==> config.mk <==
export PLATFORM = sky130hd
export DESIGN_NAME = config_mac_unit
export DESIGN_NICKNAME = d
export VERILOG_FILES = /design/src/rtl/config_mac_pkg.sv /design/src/rtl/config_lane_multiplier.sv /design/src/rtl/config_mac_unit.sv
export SDC_FILE = /design/constraint.sdc
export NUM_CORES = 1
export LEC_CHECK = 0
export CORE_UTILIZATION = 65
export DETAILED_ROUTE_END_ITERATION = 8
export MAX_ROUTING_LAYER = met4
export PLACE_DENSITY = 0.86
export SYNTH_ARGS = -nofsm -noshare
export SYNTH_HDL_FRONTEND = slang
export SYNTH_SLANG_ARGS = --single-unit
==> constraint.sdc <==
create_clock -name clk -period 12 [get_ports clk]
set_clock_uncertainty 0.05 [all_clocks]
set_input_delay 3.6 -clock clk [delete_from_list [all_inputs] [get_ports clk]]
set_output_delay 3.6 -clock clk [all_outputs]
set_load 0.02 [all_outputs]
==> src/rtl/config_mac_pkg.sv <==
// config_mac_pkg: shared types for the configurable multiply-accumulate unit.
//   mode_e      - precision mode (FULL: 1 lane, HALF: 2 lanes, QUARTER: 4 lanes, RSVD)
//   run_state_e - accumulation run tracking (idle / inside a run)
//   lane_count  - number of packed lanes for a given mode (RSVD behaves as one lane)
package config_mac_pkg;

  typedef enum logic [1:0] {
    FULL    = 2'd0,
    HALF    = 2'd1,
    QUARTER = 2'd2,
    RSVD    = 2'd3
  } mode_e;

  typedef enum logic {
    RUN_IDLE   = 1'b0,
    RUN_ACTIVE = 1'b1
  } run_state_e;

  function automatic int unsigned lane_count(input mode_e m);
    case (m)
      HALF:    return 2;
      QUARTER: return 4;
      default: return 1;
    endcase
  endfunction

endpackage

==> src/rtl/config_lane_multiplier.sv <==
// config_lane_multiplier: combinational signed multiplier with lane splitting.
//   mode         in  precision mode selecting 1, 2 or 4 signed lanes
//   multiplier   in  WIDTH-bit packed signed lanes
//   multiplicand in  WIDTH-bit packed signed lanes
//   product      out 2*WIDTH-bit packed exact lane products; lane L of an
//                    N-lane mode sits at [L*2*WIDTH/N +: 2*WIDTH/N]
module config_lane_multiplier
  import config_mac_pkg::*;
#(
  parameter int unsigned WIDTH = 8
) (
  input  mode_e              mode,
  input  logic [WIDTH-1:0]   multiplier,
  input  logic [WIDTH-1:0]   multiplicand,
  output logic [2*WIDTH-1:0] product
);

  localparam int unsigned PW = 2 * WIDTH;
  localparam int unsigned HW = WIDTH / 2;
  localparam int unsigned QW = WIDTH / 4;

  logic signed [PW-1:0] p_full;
  logic        [PW-1:0] p_half;
  logic        [PW-1:0] p_qtr;

  // Single full-width lane.
  assign p_full = PW'($signed(multiplier)) * PW'($signed(multiplicand));

  // Two half-width lanes, each product WIDTH bits wide.
  for (genvar l = 0; l < 2; l++) begin : g_half
    logic signed [WIDTH-1:0] p;
    assign p = WIDTH'($signed(multiplier[l*HW +: HW])) *
               WIDTH'($signed(multiplicand[l*HW +: HW]));
    assign p_half[l*WIDTH +: WIDTH] = p;
  end

  // Four quarter-width lanes, each product WIDTH/2 bits wide.
  for (genvar l = 0; l < 4; l++) begin : g_qtr
    logic signed [HW-1:0] p;
    assign p = HW'($signed(multiplier[l*QW +: QW])) *
               HW'($signed(multiplicand[l*QW +: QW]));
    assign p_qtr[l*HW +: HW] = p;
  end

  // Lane-layout select.
  always_comb begin
    product = p_full;
    case (lane_count(mode))
      2:       product = p_half;
      4:       product = p_qtr;
      default: product = p_full;
    endcase
  end

endmodule

==> src/rtl/config_mac_unit.sv <==
// config_mac_unit: packed-lane signed multiply-accumulate with valid/ready
// handshakes and per-run error reporting.
//   clk, rst_n             clock, synchronous active-low reset
//   in_valid / in_ready    operand beat handshake
//   multiplier/multiplicand WIDTH-bit packed signed lanes
//   mode                   0 FULL, 1 HALF, 2 QUARTER, 3 reserved
//   in_last                final beat of an accumulation run
//   out_valid / out_ready  result handshake
//   result                 ACC_WIDTH-bit packed signed per-lane sums
//   out_err                run saw a mode change or a reserved mode
// Build option: define CONFIG_MAC_SATURATE_EN to clamp each lane accumulator
// to its signed range instead of wrapping.
// WIDTH must be a multiple of 4 and >= 8; ACC_WIDTH a multiple of 4 and >= 2*WIDTH.
module config_mac_unit
  import config_mac_pkg::*;
#(
  parameter int unsigned WIDTH     = 8,
  parameter int unsigned ACC_WIDTH = 32
) (
  input  logic                 clk,
  input  logic                 rst_n,
  input  logic                 in_valid,
  output logic                 in_ready,
  input  logic [WIDTH-1:0]     multiplier,
  input  logic [WIDTH-1:0]     multiplicand,
  input  logic [1:0]           mode,
  input  logic                 in_last,
  output logic                 out_valid,
  input  logic                 out_ready,
  output logic [ACC_WIDTH-1:0] result,
  output logic                 out_err
);

  localparam int unsigned PW = 2 * WIDTH;

  mode_e              in_mode;
  logic               advance;
  logic               accept;
  logic               run_first;
  logic               beat_bad;
  mode_e              beat_mode;
  logic [PW-1:0]      lane_prod;

  run_state_e         run_state;
  mode_e              run_mode;

  logic               s1_valid;
  logic               s1_first;
  logic               s1_last;
  logic               s1_bad;
  mode_e              s1_mode;
  logic [PW-1:0]      s1_prod;

  logic [ACC_WIDTH-1:0] acc;
  logic                 acc_err;
  logic                 s2_fire;

  logic [2:0][ACC_WIDTH-1:0] acc_opt;
  logic [ACC_WIDTH-1:0]      acc_sel;

  assign in_mode = mode_e'(mode);

  // A stalled output freezes the whole pipeline; reset keeps the input open.
  assign in_ready = !rst_n || out_ready || !out_valid;
  assign advance  = in_ready;
  assign accept   = in_valid && in_ready;

  // Mode checks against the run's latched mode; a bad beat contributes zero.
  assign run_first = (run_state == RUN_IDLE);
  assign beat_mode = run_first ? in_mode : run_mode;
  assign beat_bad  = (in_mode == RSVD) || (!run_first && (in_mode != run_mode));

  config_lane_multiplier #(
    .WIDTH (WIDTH)
  ) u_mult (
    .mode         (in_mode),
    .multiplier   (multiplier),
    .multiplicand (multiplicand),
    .product      (lane_prod)
  );

  // Run tracking and stage 1 (registered lane products).
  always_ff @(posedge clk) begin
    if (!rst_n) begin
      run_state <= RUN_IDLE;
      run_mode  <= FULL;
      s1_valid  <= 1'b0;
      s1_first  <= 1'b0;
      s1_last   <= 1'b0;
      s1_bad    <= 1'b0;
      s1_mode   <= FULL;
      s1_prod   <= '0;
    end else if (advance) begin
      s1_valid <= accept;
      if (accept) begin
        run_state <= in_last ? RUN_IDLE : RUN_ACTIVE;
        if (run_first) run_mode <= in_mode;
        s1_first <= run_first;
        s1_last  <= in_last;
        s1_bad   <= beat_bad;
        s1_mode  <= beat_mode;
        s1_prod  <= beat_bad ? '0 : lane_prod;
      end
    end
  end

  // Per-lane next accumulator value for each lane layout.
  for (genvar k = 0; k < 3; k++) begin : g_mode
    localparam int unsigned N  = 1 << k;
    localparam int unsigned LW = ACC_WIDTH / N;
    localparam int unsigned LP = PW / N;
    for (genvar l = 0; l < N; l++) begin : g_lane
      logic signed [LW-1:0] base;
      logic signed [LW-1:0] addend;
      logic signed [LW:0]   sum;
      logic        [LW-1:0] lane_nxt;

      assign base   = s1_first ? '0 : $signed(acc[l*LW +: LW]);
      assign addend = LW'($signed(s1_prod[l*LP +: LP]));
      assign sum    = (LW+1)'(base) + (LW+1)'(addend);
`ifdef CONFIG_MAC_SATURATE_EN
      // Overflow when the carry-out disagrees with the lane sign bit.
      localparam logic [LW-1:0] LANE_MAX = {1'b0, {(LW-1){1'b1}}};
      localparam logic [LW-1:0] LANE_MIN = {1'b1, {(LW-1){1'b0}}};
      assign lane_nxt = (sum[LW] != sum[LW-1]) ? (sum[LW] ? LANE_MIN : LANE_MAX)
                                               : sum[LW-1:0];
`else
      assign lane_nxt = sum[LW-1:0];
`endif
      assign acc_opt[k][l*LW +: LW] = lane_nxt;
    end
  end

  always_comb begin
    acc_sel = acc_opt[0];
    case (s1_mode)
      HALF:    acc_sel = acc_opt[1];
      QUARTER: acc_sel = acc_opt[2];
      default: acc_sel = acc_opt[0];
    endcase
  end

  // Stage 2 (accumulate) and registered output.
  always_ff @(posedge clk) begin
    if (!rst_n) begin
      acc       <= '0;
      acc_err   <= 1'b0;
      s2_fire   <= 1'b0;
      out_valid <= 1'b0;
      result    <= '0;
      out_err   <= 1'b0;
    end else if (advance) begin
      s2_fire <= s1_valid && s1_last;
      if (s1_valid) begin
        acc     <= acc_sel;
        acc_err <= (s1_first ? 1'b0 : acc_err) | s1_bad;
      end
      out_valid <= s2_fire;
      if (s2_fire) begin
        result  <= acc;
        out_err <= acc_err;
      end
    end
  end

endmodule

* Yosys cells after proc, flatten, opt, wreduce, memory -nomap -nowiden *
Cells that the tools add are included.

storage, ports and cells
  output and inout bits = 35
  input port bits = 23
  register bits after elaboration = 91

operators by class
  bitwise operators = 2
  equality and inequality tests = 8
  $add $sub $neg = 7
  reductions and logical operators = 12
  multiply operators = 7
  muxes and demuxes = 14

operator list
  cell                                                              count
  32-bit one-hot mux with 2 select lines                            1
  16-bit 2-to-1 mux                                                 3
  16-bit by 8-bit adder with 16-bit output                          2
  32-bit by 16-bit adder with 32-bit output                         1
  8-bit by 4-bit adder with 8-bit output                            4
  32-bit 2-to-1 mux                                                 1
  8-bit 2-to-1 mux                                                  4
  16-bit one-hot mux with 2 select lines                            1
  2-bit by 2-bit multiplier with 4-bit output                       4
  4-bit by 4-bit multiplier with 8-bit output                       2
  8-bit by 8-bit multiplier with 16-bit output                      1
  2-bit == test (second input constant)                             3
  3-bit one-hot mux with 2 select lines                             1
  2-bit AND reduction                                               3
  2-bit by 1-bit == test with 1-bit output (second input constant)  2
  3-bit by 2-bit == test with 1-bit output (second input constant)  1
  3-bit == test (second input constant)                             1
  1-bit logical AND                                                 3
  1-bit logical OR                                                  3
  3-bit AND reduction                                               1
  1-bit logical NOT                                                 2
  1-bit 2-to-1 mux                                                  2
  2-bit 2-to-1 mux                                                  1
  2-bit inequality test                                             1
  other kinds (2)                                                   2

* Logic depth before layout (Yosys ltp) *
Gate-level depths: netlist of run 1.

  depth after elaboration = 5
  depth in mapped cells = 20
  depth with buffers taken out = 20

* By module *
A second synthesis of run 1 with hierarchy kept.

unflattened totals
  cell total of the unflattened synthesis = 1630
  area, all modules = 12175.4 µm²

by module, submodules not included
  module                  instances  area each (µm²)  cells an instance  sequential area each (µm²)
  config_mac_unit         1          8274.2           1176               1821.7
  config_lane_multiplier  1          3901.2           454                0.0

* Worst setup path after synthesis of run 1 *
OpenSTA, ideal clock, no wires.

  kind = input to register
  start = input multiplicand[4]
  end = register s1_prod[14]
  slack = 4186 ps
  data required time = 11815 ps
  setup time = 135 ps
  stages on the path = 18
  arrival time = 7629 ps
  cell sequence = clkbuf_1 and2_1 fa_1 inv_1 fa_1 inv_1 fa_1 inv_1 fa_1 inv_1 ha_1 a21oi_1 nor2b_1 o21a_1 o41a_1 a31oi_1 xor2_1 a31oi_1

between the ends
  cells in the longest elaborated chain, start to end = 3
  elaborated cells on any way between the ends = 4
  those cells by class = mul: 2; mux: 2

RTL lines
  element                                                                                                             line                                                        RTL
  from (decl)                                                                                                         config_mac_unit.sv:25                                       input logic [WIDTH-1:0] multiplicand,
  8-bit by 8-bit multiplier with 16-bit output / 4-bit by 4-bit multiplier with 8-bit output (equally long branches)  config_lane_multiplier.sv:27, config_lane_multiplier.sv:32
  16-bit one-hot mux with 2 select lines *                                                                            config_lane_multiplier.sv:48                                case (lane_count(mode))
  16-bit 2-to-1 mux *                                                                                                 config_mac_unit.sv:102                                      s1_prod <= beat_bad ? '0 : lane_prod;
  to (signal assigned)                                                                                                config_mac_unit.sv:102
  to (decl)                                                                                                           config_mac_unit.sv:52                                       logic [PW-1:0] s1_prod;

Every way passes the cells marked *; elsewhere a longest branch is shown, timed or not.
A chain may end at the register's enable or synchronous reset.

* Worst setup path in the final report of run 1 *
  start = input rst_n
  end = output in_ready

between the ends
  cells in the longest elaborated chain, start to end = 3

RTL lines
  element                        line                   RTL
  from (decl)                    config_mac_unit.sv:21  input logic rst_n,
  1-bit logical NOT              --
  1-bit logical OR (2 in a row)  config_mac_unit.sv:64  assign in_ready = !rst_n || out_ready || !out_valid;
  to (decl)                      config_mac_unit.sv:23  output logic in_ready,

No other way between the ends.

==> flow_metrics.py, run 1 <==
metrics = {
    "status": {
        "outcome": "finished, final reports clean",
    },
    "synth": {
        "synth_seq_area_share_pct": 17.0,
        "synth_async_sr_flop_share_pct": 0,
        "syn_nets": 1558,
        "ys.flop_type": "dfxtp_1",
        "yosys_warnings": 0,
        "synth_edf_count": 0,
        "ys_ff_latch": 91,
        "synth_cells": 1338,
        "synth_area_sq_um": 10700,
        "avgSynthCellArea_sq_um": 8.02,
        "yosysUniqueCellTypes": 68,
    },
    "worst_setup_path": {
        "crit_path_max_fanout": 33,
        "start_kind": "primary input",
        "cp.required_ns": 8.35,
        "worstSetupPathType": "in -> out",
        "cp.arrival_ns": 5.32,
        "endpoint_kind": "primary output",
    },
    "grt": {
        "first_global_vias": 9529,
        "grt_pass1_wl_mm": 46.1,
        "antenna_found_initial": 0,
        "groute.usage.overall_pct": 35.7,
        "grt_max_degree": 48,
        "grt.overflow.total": 0,
    },
    "drt": {
        "drtIter0Drc": 802,
        "routedWlPerCell_um": 17.6,
        "vias": 9816,
        "drt_pass1_iterations": 5,
        "drc": 0,
        "drt.antenna.violating_nets": 0,
        "vias_per_cell": 6.21,
        "drt-total-wl_mm": 27.9,
    },
    "sta": {
        "setup_violations": 0,
        "grt_setup_unrepaired": "no",
        "finalHoldViolCount": 0,
        "max-slew-margin-rel_pct": 27.1,
        "setup-tns-final_ns": 0,
        "drv_slew": 0,
        "max_freq_mhz": 112,
        "min_period_over_period_pct": 74.7,
        "worst_slew_pin_slew_ns": 1.09,
        "period_needed_ns": 8.97,
    },
    "clock_network": {
        "clock-sinks": 91,
        "clk_latency_ns": 0.35,
        "cts_tree": "yes",
        "clkSlewWorstSetupHoldPaths_ns": 0.07,
        "cts_buffers": 9,
        "cts_resized": 0,
        "postCtsSetupBuffers": 0,
        "clock_path_buffers": 2,
        "postCtsHoldBufs": 0,
        "htreeDepth": 3,
        "cts_root_buf": "clkbuf_16",
    },
    "placed_design": {
        "place_area_sq_um": 11400,
        "hpwl_mm": 21.2,
        "routabilityCongestion": 0.996,
        "io_buffers": 57,
    },
    "layout": {
        "multi_input_area_sq_um": 8140,
        "n_fill_cell": 1289,
        "n_antenna_cell": 0,
        "seqCellArea_sq_um": 1820,
        "layout_commonest_cell": "nand2_1",
        "drive_above_1_share_pct": 3.37,
        "final_cell_mix": "nand2_1, inv_1, a21oi_1",
        "nets": 1580,
        "area.growth.synth_to_final_pct": 9.13,
        "fin_area_sq_um": 11700,
    },
    "pwr": {
        "p_leak_nw": 5.48,
        "p_per_area_nw_per_um2": 126,
        "p_total_mw": 1.47,
        "irDropWorstVdd_mv": 0.104,
    },
    "die": {
        "die_w_um": 130,
        "dieArea_sq_um": 17000,
        "pin_count": 58,
        "rows": 46,
        "core-area_sq_um": 16000,
        "chipHeight_um": 130,
        "initial_utilization_pct": 67.0,
    },
    "min_path": {
        "hold_path_class": "reg -> reg",
    },
    "run": {
        "drv_cap": 0,
    },
}
## sequential cells by signal, summed over array words and instances (netlist names), 2 cells and up
register  flops
result       32
s1_mode       2
s1_prod      16
acc          32
## per-stage QoR
stage | cells | setup WS, ns | util [%] | hold slack [ns]
global route | 1581 | 2.97 | 73.2 | 0.424
CTS | 1581 | 3.05 | 73.2 | 0.405
floorplan | 1338 | 4.19 | - | 0.382
global placement | 1565 | 3.09 | 71.3 | 0.393
detailed placement | 1565 | 3.07 | 71.3 | 0.396
finish | 1581 | 3.03 | 73.2 | 0.404
## report_power, final
part | total [mW] | switching [mW] | internal, mW | leakage (nW)
logic | 0.828 | 0.474 | 0.355 | 4.60
registers | 0.358 | 0.0364 | 0.321 | 0.741
clock network | 0.284 | 0.138 | 0.146 | 0.141
## worst max-delay path, cell delays in order
cell and delay, ns:
clkdlybuf4s50_1 0.45, buf_4 0.37, nand2_1 0.28, clkdlybuf4s50_1 0.61
## per-layer routing
metal | part of all wire [%] | vias to the layer above | global-route usage [%]
met3 | 6.0 | 87 | 3.91
met5 | 0 | - | -
met1 | 43 | 4732 | 45.5
li1 | - | 4639 | -
met2 | 48 | 358 | 58.6
met4 | 3.5 | 0 | 13.3
## cells by family (layout without fill, tap and decap cells)
group	Yosys count	in the layout	synth area share [%]
flops	91	91	17.0
compound gates	363	363	22.0
buf+inv	200	227	7.20
mux	9	9	0.863
simple gates	397	397	17.9
xor+xnor	81	81	6.61
fa+ha+maj	197	197	28.4
## final timing paths
| path | from | endpoint | slack [ns] | cells past startpoint |
|---|---|---|---|---|
| max | rst_n | in_ready | 3.03 | 4 |
| min | result[13] | result[13] | 0.40 | 2 |
| max reg2reg | s1_first | acc[26] | 8.14 | 11 |
| min reg2reg | result[13] | result[13] | 0.40 | 2 |
## layout make-up
class / count / area share, %
flip-flops and latches: 91 / 15.6
clock inverters: 7 / 0.599
multi-input cells: 1047 / 69.5
repair buffers: 66 / 5.45
clock buffers: 9 / 1.92
inverters: 145 / 4.65
well taps: 216 / 2.31
## synthesized netlist by cell type, types with 10 or more instances
cell | count | area share (%)
dfxtp_1 | 91 | 17
o21bai_1 | 10 | 0.70
o21a_1 | 14 | 0.98
clkbuf_1 | 51 | 1.8
nor2_1 | 63 | 2.2
a21o_1 | 31 | 2.2
a22oi_1 | 17 | 1.2
nand3_1 | 17 | 0.79
fa_1 | 78 | 15
nand2_1 | 155 | 5.4
o21ai_0 | 62 | 2.9
inv_1 | 145 | 5.1
xnor2_1 | 50 | 4.1
a21oi_1 | 130 | 6.1
a31oi_1 | 11 | 0.64
ha_1 | 119 | 14
and2_1 | 39 | 2.3
a221oi_1 | 17 | 1.4
xor2_1 | 31 | 2.5
nand2b_1 | 19 | 1.1
nor2b_1 | 39 | 2.3
nor3_1 | 17 | 0.79
No activity file was read; power rests on OpenSTA's default activity.
==> run 2, diff against run 1 <==
Settings changed: CORE_UTILIZATION 65 to 63, PLACE_DENSITY 0.86 to 0.83.
Clock period 12 ns to 9.05 ns, I/O delays scaled along.
==> flow_metrics.py, run 2 (same netlist as run 1, synthesis figures left out) <==
metrics = {
    "layout": {
        "seqCellArea_sq_um": 1820,
        "layout_commonest_cell": "nand2_1",
        "nets": 1579,
        "area.growth.synth_to_final_pct": 9.29,
        "final_cell_mix": "nand2_1, inv_1, a21oi_1",
        "multi_input_area_sq_um": 8140,
        "fin_area_sq_um": 11700,
        "drive_above_1_share_pct": 3.15,
        "n_antenna_cell": 0,
        "n_fill_cell": 1385,
        "largestRegisters": "acc: 32 flops, result: 32 flops, s1_prod: 16 flops",
        "final_core_util_pct": 70.7,
    },
    "pwr": {
        "p_total_mw": 1.98,
        "p_per_area_nw_per_um2": 169,
        "p_leak_nw": 5.49,
        "irDropWorstVdd_mv": 0.111,
    },
    "clock_network": {
        "clock-sinks": 91,
        "postCtsHoldBufs": 0,
        "cts_resized": 0,
        "cts_root_buf": "clkbuf_16",
        "clk_latency_ns": 0.34,
        "postCtsSetupBuffers": 0,
        "cts_buffers": 9,
        "cts_tree": "yes",
        "clkSlewWorstSetupHoldPaths_ns": 0.07,
        "htreeDepth": 3,
        "clock_path_buffers": 2,
    },
    "drt": {
        "drt-met1-wl_mm": 12.1,
        "met3_length_mm": 1.57,
        "vias": 9661,
        "routed.top_layer": "met4",
        "drtIter0Drc": 727,
        "drt_pass1_iterations": 7,
        "vias_per_cell": 6.10,
        "drt.antenna.violating_nets": 0,
        "drt-total-wl_mm": 27.7,
        "wl_met2_mm": 13.1,
        "routedWlPerCell_um": 17.5,
        "drc": 0,
    },
    "worst_setup_path": {
        "cpPeakStageDelay_ns": 0.66,
        "worst-path-stages": 21,
        "crit_chain": "clkdlybuf4s50_1 -> nand2_1 -> inv_1 -> ha_1 -> inv_1 -> fa_1 -> inv_1 -> ha_1 -> inv_1 -> fa_1 -> inv_1 -> ha_1 -> fa_1 -> a21o_1 -> a21oi_1 -> nor2b_1 -> o21a_1 -> o41a_1 -> a31oi_1 -> xor2_1 -> a31oi_1",
        "critPathBufInv": 6,
        "rr_startpoint": "s1_first",
        "r2r_slack_ns": 5.31,
        "cp.required_ns": 9.18,
        "cp_common_cell": "inv_1",
        "crit_path_max_fanout": 9,
        "rr_worst_depth": 12,
        "cp.arrival_ns": 7.59,
        "worstSetupPathType": "in -> reg",
        "start_kind": "primary input",
        "timing.rr.end": "acc[26]",
        "crit_family": "adder cells",
        "crit_slowest_cell": "clkdlybuf4s50_1",
        "endpoint_kind": "flop",
    },
    "min_path": {
        "min_to": "result[0]",
        "hold_start": "result[0]",
        "holdPathStages": 2,
        "hold_path_class": "reg -> reg",
    },
    "grt": {
        "grt.overflow.total": 0,
        "grt_max_degree": 67,
        "groute.usage.overall_pct": 33.9,
        "grt_pass1_wl_mm": 46.3,
        "antenna_found_initial": 0,
        "first_global_vias": 9524,
    },
    "sta": {
        "min_period_over_period_pct": 82.4,
        "worst_slew_pin_slew_ns": 1.07,
        "setup_violations": 0,
        "layout_setup_ws_ns": 1.60,
        "finalHoldViolCount": 0,
        "max_freq_mhz": 134,
        "max-slew-margin-rel_pct": 28.7,
        "setup-tns-final_ns": 0,
        "period_needed_ns": 7.45,
        "drv_slew": 0,
        "grt_setup_unrepaired": "no",
    },
    "status": {
        "outcome": "finished, final reports clean",
    },
    "placed_design": {
        "pre_cts_ws_ns": 1.24,
        "place_area_sq_um": 11400,
        "hpwl_mm": 21.5,
        "routabilityCongestion": 0.973,
        "io_buffers": 57,
    },
    "die": {
        "pin_count": 58,
        "core-area_sq_um": 16600,
        "rows": 47,
        "chipHeight_um": 132,
        "dieArea_sq_um": 17500,
        "die_w_um": 132,
        "initial_utilization_pct": 64.7,
    },
    "run": {
        "drv_cap": 0,
    },
}
==> run 2: area by class of cell <==
class	instances	share of cell area [%]
clock buffers	10	1.95
clock inverters	5	0.726
inverters	145	4.64
multi-input cells	1047	69.4
flip-flops and latches	91	15.5
well taps	220	2.35
repair buffers	65	5.38
==> run 2: per-layer routing <==
| layer | up-vias | track usage (%) |
|---|---|---|
| li1 | 4639 | - |
| met2 | 307 | 54.3 |
| met4 | 0 | 12.2 |
| met1 | 4641 | 43.4 |
| met5 | - | - |
| met3 | 74 | 5.06 |
==> run 2: stage by stage <==
stage | std cells | hold WS [ns]
6_report | 1583 | 0.404
3_3_place_gp | 1568 | 0.392
3_5_place_dp | 1568 | 0.396
4_1_cts | 1583 | 0.405
5_1_grt | 1583 | 0.417
2_1_floorplan | 1338 | 0.382
==> run 2: power breakdown <==
group          switching [mW]  total (mW)  leakage [nW]  internal (mW)
Clock                   0.165       0.408         0.150          0.243
Sequential             0.0458       0.472         0.741          0.426
Combinational           0.625        1.10          4.60          0.470
Total                   0.837        1.98          5.49           1.14
==> run 2: how the worst max path moves through the flow <==
stage / from / end / slack [ns]
after CTS: multiplier[3] / s1_prod[14] / 1.58
final: multiplier[3] / s1_prod[14] / 1.60
after global placement: multiplier[3] / s1_prod[14] / 1.39
after detailed placement: multiplier[3] / s1_prod[14] / 1.24
after global routing: multiplier[3] / s1_prod[14] / 1.28
after floorplan: multiplicand[4] / s1_prod[14] / 2.12
==> run 2: worst reg2reg max path, stage by stage (launching register included) <==
cell and delay, ns:
dfxtp_1 0.31, buf_4 0.37, nor2b_1 0.14, ha_1 0.23, fa_1 0.45, a21o_1 0.21, a221o_1 0.33, o41ai_2 0.41
o21ai_1 0.17, xnor2_1 0.17, a221o_1 0.35, a41o_1 0.21, o221a_2 0.23
==> run 3, diff against run 2 <==
Clock period 9.05 ns to 7 ns, I/O delays scaled along.
==> flow_metrics.py, run 3 (same netlist as run 1, synthesis figures left out) <==
metrics = {
    "sta": {
        "period_needed_ns": 6.71,
        "grt_setup_unrepaired": "no",
        "max_freq_mhz": 149,
        "min_period_over_period_pct": 95.8,
        "setup-tns-final_ns": 0,
        "drv_slew": 0,
        "max-slew-margin-rel_pct": 24.2,
        "setup_violations": 0,
        "whs_ns": 0.405,
        "finalHoldViolCount": 0,
        "worst_slew_pin_slew_ns": 1.14,
    },
    "worst_setup_path": {
        "crit_slowest_cell": "clkdlybuf4s50_1",
        "r2r_slack_ns": 3.13,
        "cp.arrival_ns": 6.86,
        "crit_start": "multiplier[5]",
        "crit_family": "adder cells",
        "start_kind": "primary input",
        "rr_startpoint": "s1_first",
        "cpPeakStageDelay_ns": 0.60,
        "cp.required_ns": 7.15,
        "endpoint_kind": "flop",
        "endpoint": "s1_prod[14]",
        "crit_path_max_fanout": 9,
        "crit_chain": "clkdlybuf4s50_1 -> and2_1 -> fa_1 -> inv_1 -> fa_1 -> inv_1 -> fa_1 -> inv_1 -> fa_1 -> inv_1 -> ha_1 -> a21oi_1 -> nor2b_1 -> o21a_1 -> o41a_1 -> a31oi_1 -> xor2_1 -> a31oi_1",
        "rr_worst_depth": 13,
        "worstSetupPathType": "in -> reg",
        "critPathBufInv": 5,
        "timing.rr.end": "acc[26]",
        "worst-path-stages": 18,
    },
    "clock_network": {
        "cts_tree": "yes",
        "cts_resized": 0,
        "htreeDepth": 3,
        "clkSlewWorstSetupHoldPaths_ns": 0.07,
        "clock-sinks": 91,
        "postCtsSetupBuffers": 0,
        "clock_path_buffers": 2,
        "cts_buffers": 9,
        "cts_root_buf": "clkbuf_16",
        "postCtsHoldBufs": 0,
        "clk_latency_ns": 0.35,
    },
    "grt": {
        "first_global_vias": 9411,
        "use_met1_pct": 45.3,
        "antenna_found_initial": 0,
        "grt_busiest_layer": "met2",
        "use_met2_pct": 53.1,
        "groute.usage.overall_pct": 34.1,
        "grt_use_met3_pct": 5.06,
        "grt.overflow.total": 0,
        "grt_pass1_wl_mm": 46.6,
        "grt_max_degree": 68,
    },
    "pwr": {
        "p_total_mw": 2.60,
        "p_leak_nw": 5.61,
        "irDropWorstVdd_mv": 0.192,
        "p_per_area_nw_per_um2": 218,
    },
    "layout": {
        "n_antenna_cell": 0,
        "largestRegisters": "acc: 32 flops, result: 32 flops, s1_prod: 16 flops",
        "layout_commonest_cell": "nand2_1",
        "nets": 1601,
        "fin_area_sq_um": 11900,
        "final_cell_mix": "nand2_1, inv_1, a21oi_1",
        "area.growth.synth_to_final_pct": 11.0,
        "stdcell_count": 1606,
        "drive_above_1_share_pct": 4.83,
        "n_fill_cell": 1371,
    },
    "min_path": {
        "hold_path_class": "reg -> reg",
    },
    "die": {
        "core-area_sq_um": 16600,
        "dieArea_sq_um": 17500,
        "pin_count": 58,
        "initial_utilization_pct": 64.7,
        "chipHeight_um": 132,
        "die_w_um": 132,
        "rows": 47,
    },
    "run": {
        "drv_cap": 0,
    },
    "placed_design": {
        "place_inst": 1590,
        "hpwl_mm": 21.9,
        "routabilityCongestion": 0.947,
        "io_buffers": 57,
        "place_area_sq_um": 11600,
    },
    "drt": {
        "vias_per_cell": 6.13,
        "drtIter0Drc": 966,
        "routedWlPerCell_um": 17.6,
        "drt_pass1_iterations": 6,
        "drt-total-wl_mm": 28.3,
        "vias": 9851,
        "drc": 0,
        "drt.antenna.violating_nets": 0,
    },
    "status": {
        "outcome": "finished, final reports clean",
    },
}
==> run 3: changes by cell type in the layout (fill, tap and decap cells not counted), sizes merged <==
cell,before,now
clkbuf,10,9
inv,147,148
clkinvlp,1,0
clkinv,0,2
buf,8,30
==> run 3: worst reg2reg max path, stage by stage (launching register included) <==
cell and delay (ns):
dfxtp_1 0.47, buf_4 0.32, nor2b_1 0.14, ha_1 0.19, inv_1 0.06, fa_1 0.38, nand2b_1 0.20, a21oi_1 0.32
o2111ai_2 0.26, a21oi_1 0.42, o31ai_4 0.17, or2_1 0.30, a41o_1 0.26, o221a_2 0.24
==> run 3: report_power, final <==
part / total (mW) / switching [mW] / internal (mW) / leakage [nW]
logic: 1.44 / 0.820 / 0.616 / 4.70
clock network: 0.550 / 0.230 / 0.320 / 0.164
registers: 0.614 / 0.0631 / 0.551 / 0.741
total: 2.60 / 1.11 / 1.49 / 5.61
==> run 3: routing by layer <==
| layer | part of all wire, % | routed length [um] | vias up |
|---|---|---|---|
| met1 | 43 | 12200 | 4676 |
| met3 | 7.4 | 2100 | 76 |
| met2 | 46 | 13000 | 414 |
| li1 | - | - | 4685 |
| met5 | 0 | 0 | - |
| met4 | 3.6 | 1030 | 0 |
==> run 3: cell type report <==
type                    count  area (sq um)  share of cell area, %
clock buffers               9           225                   1.89
clock inverters             7           108                  0.904
inverters                 145           544                   4.57
multi-input cells        1047          8140                   68.3
flip-flops and latches     91          1820                   15.3
well taps                 220           275                   2.31
repair buffers             87           796                   6.68
==> run 3: worst min-delay path by stage <==
stage                     depth (start not counted)    endpoint  startpoint  slack (ns)
after floorplan                                   2     out_err     acc_err        0.38
after global placement                            2  result[12]  result[12]        0.39
after detailed placement                          2  result[28]  result[28]        0.40
after CTS                                         2  result[28]  result[28]        0.41
after global routing                              2     out_err     out_err        0.42
final                                             2  result[28]  result[28]        0.40
==> run 3: through the flow <==
stage                     setup WS [ns]  utilization [%]
final                             0.291             71.8
after global placement           0.0940             69.8
after CTS                         0.325             71.8
after detailed placement        -0.0368             69.8
after floorplan                   0.686                -
after global routing             0.0926             71.8
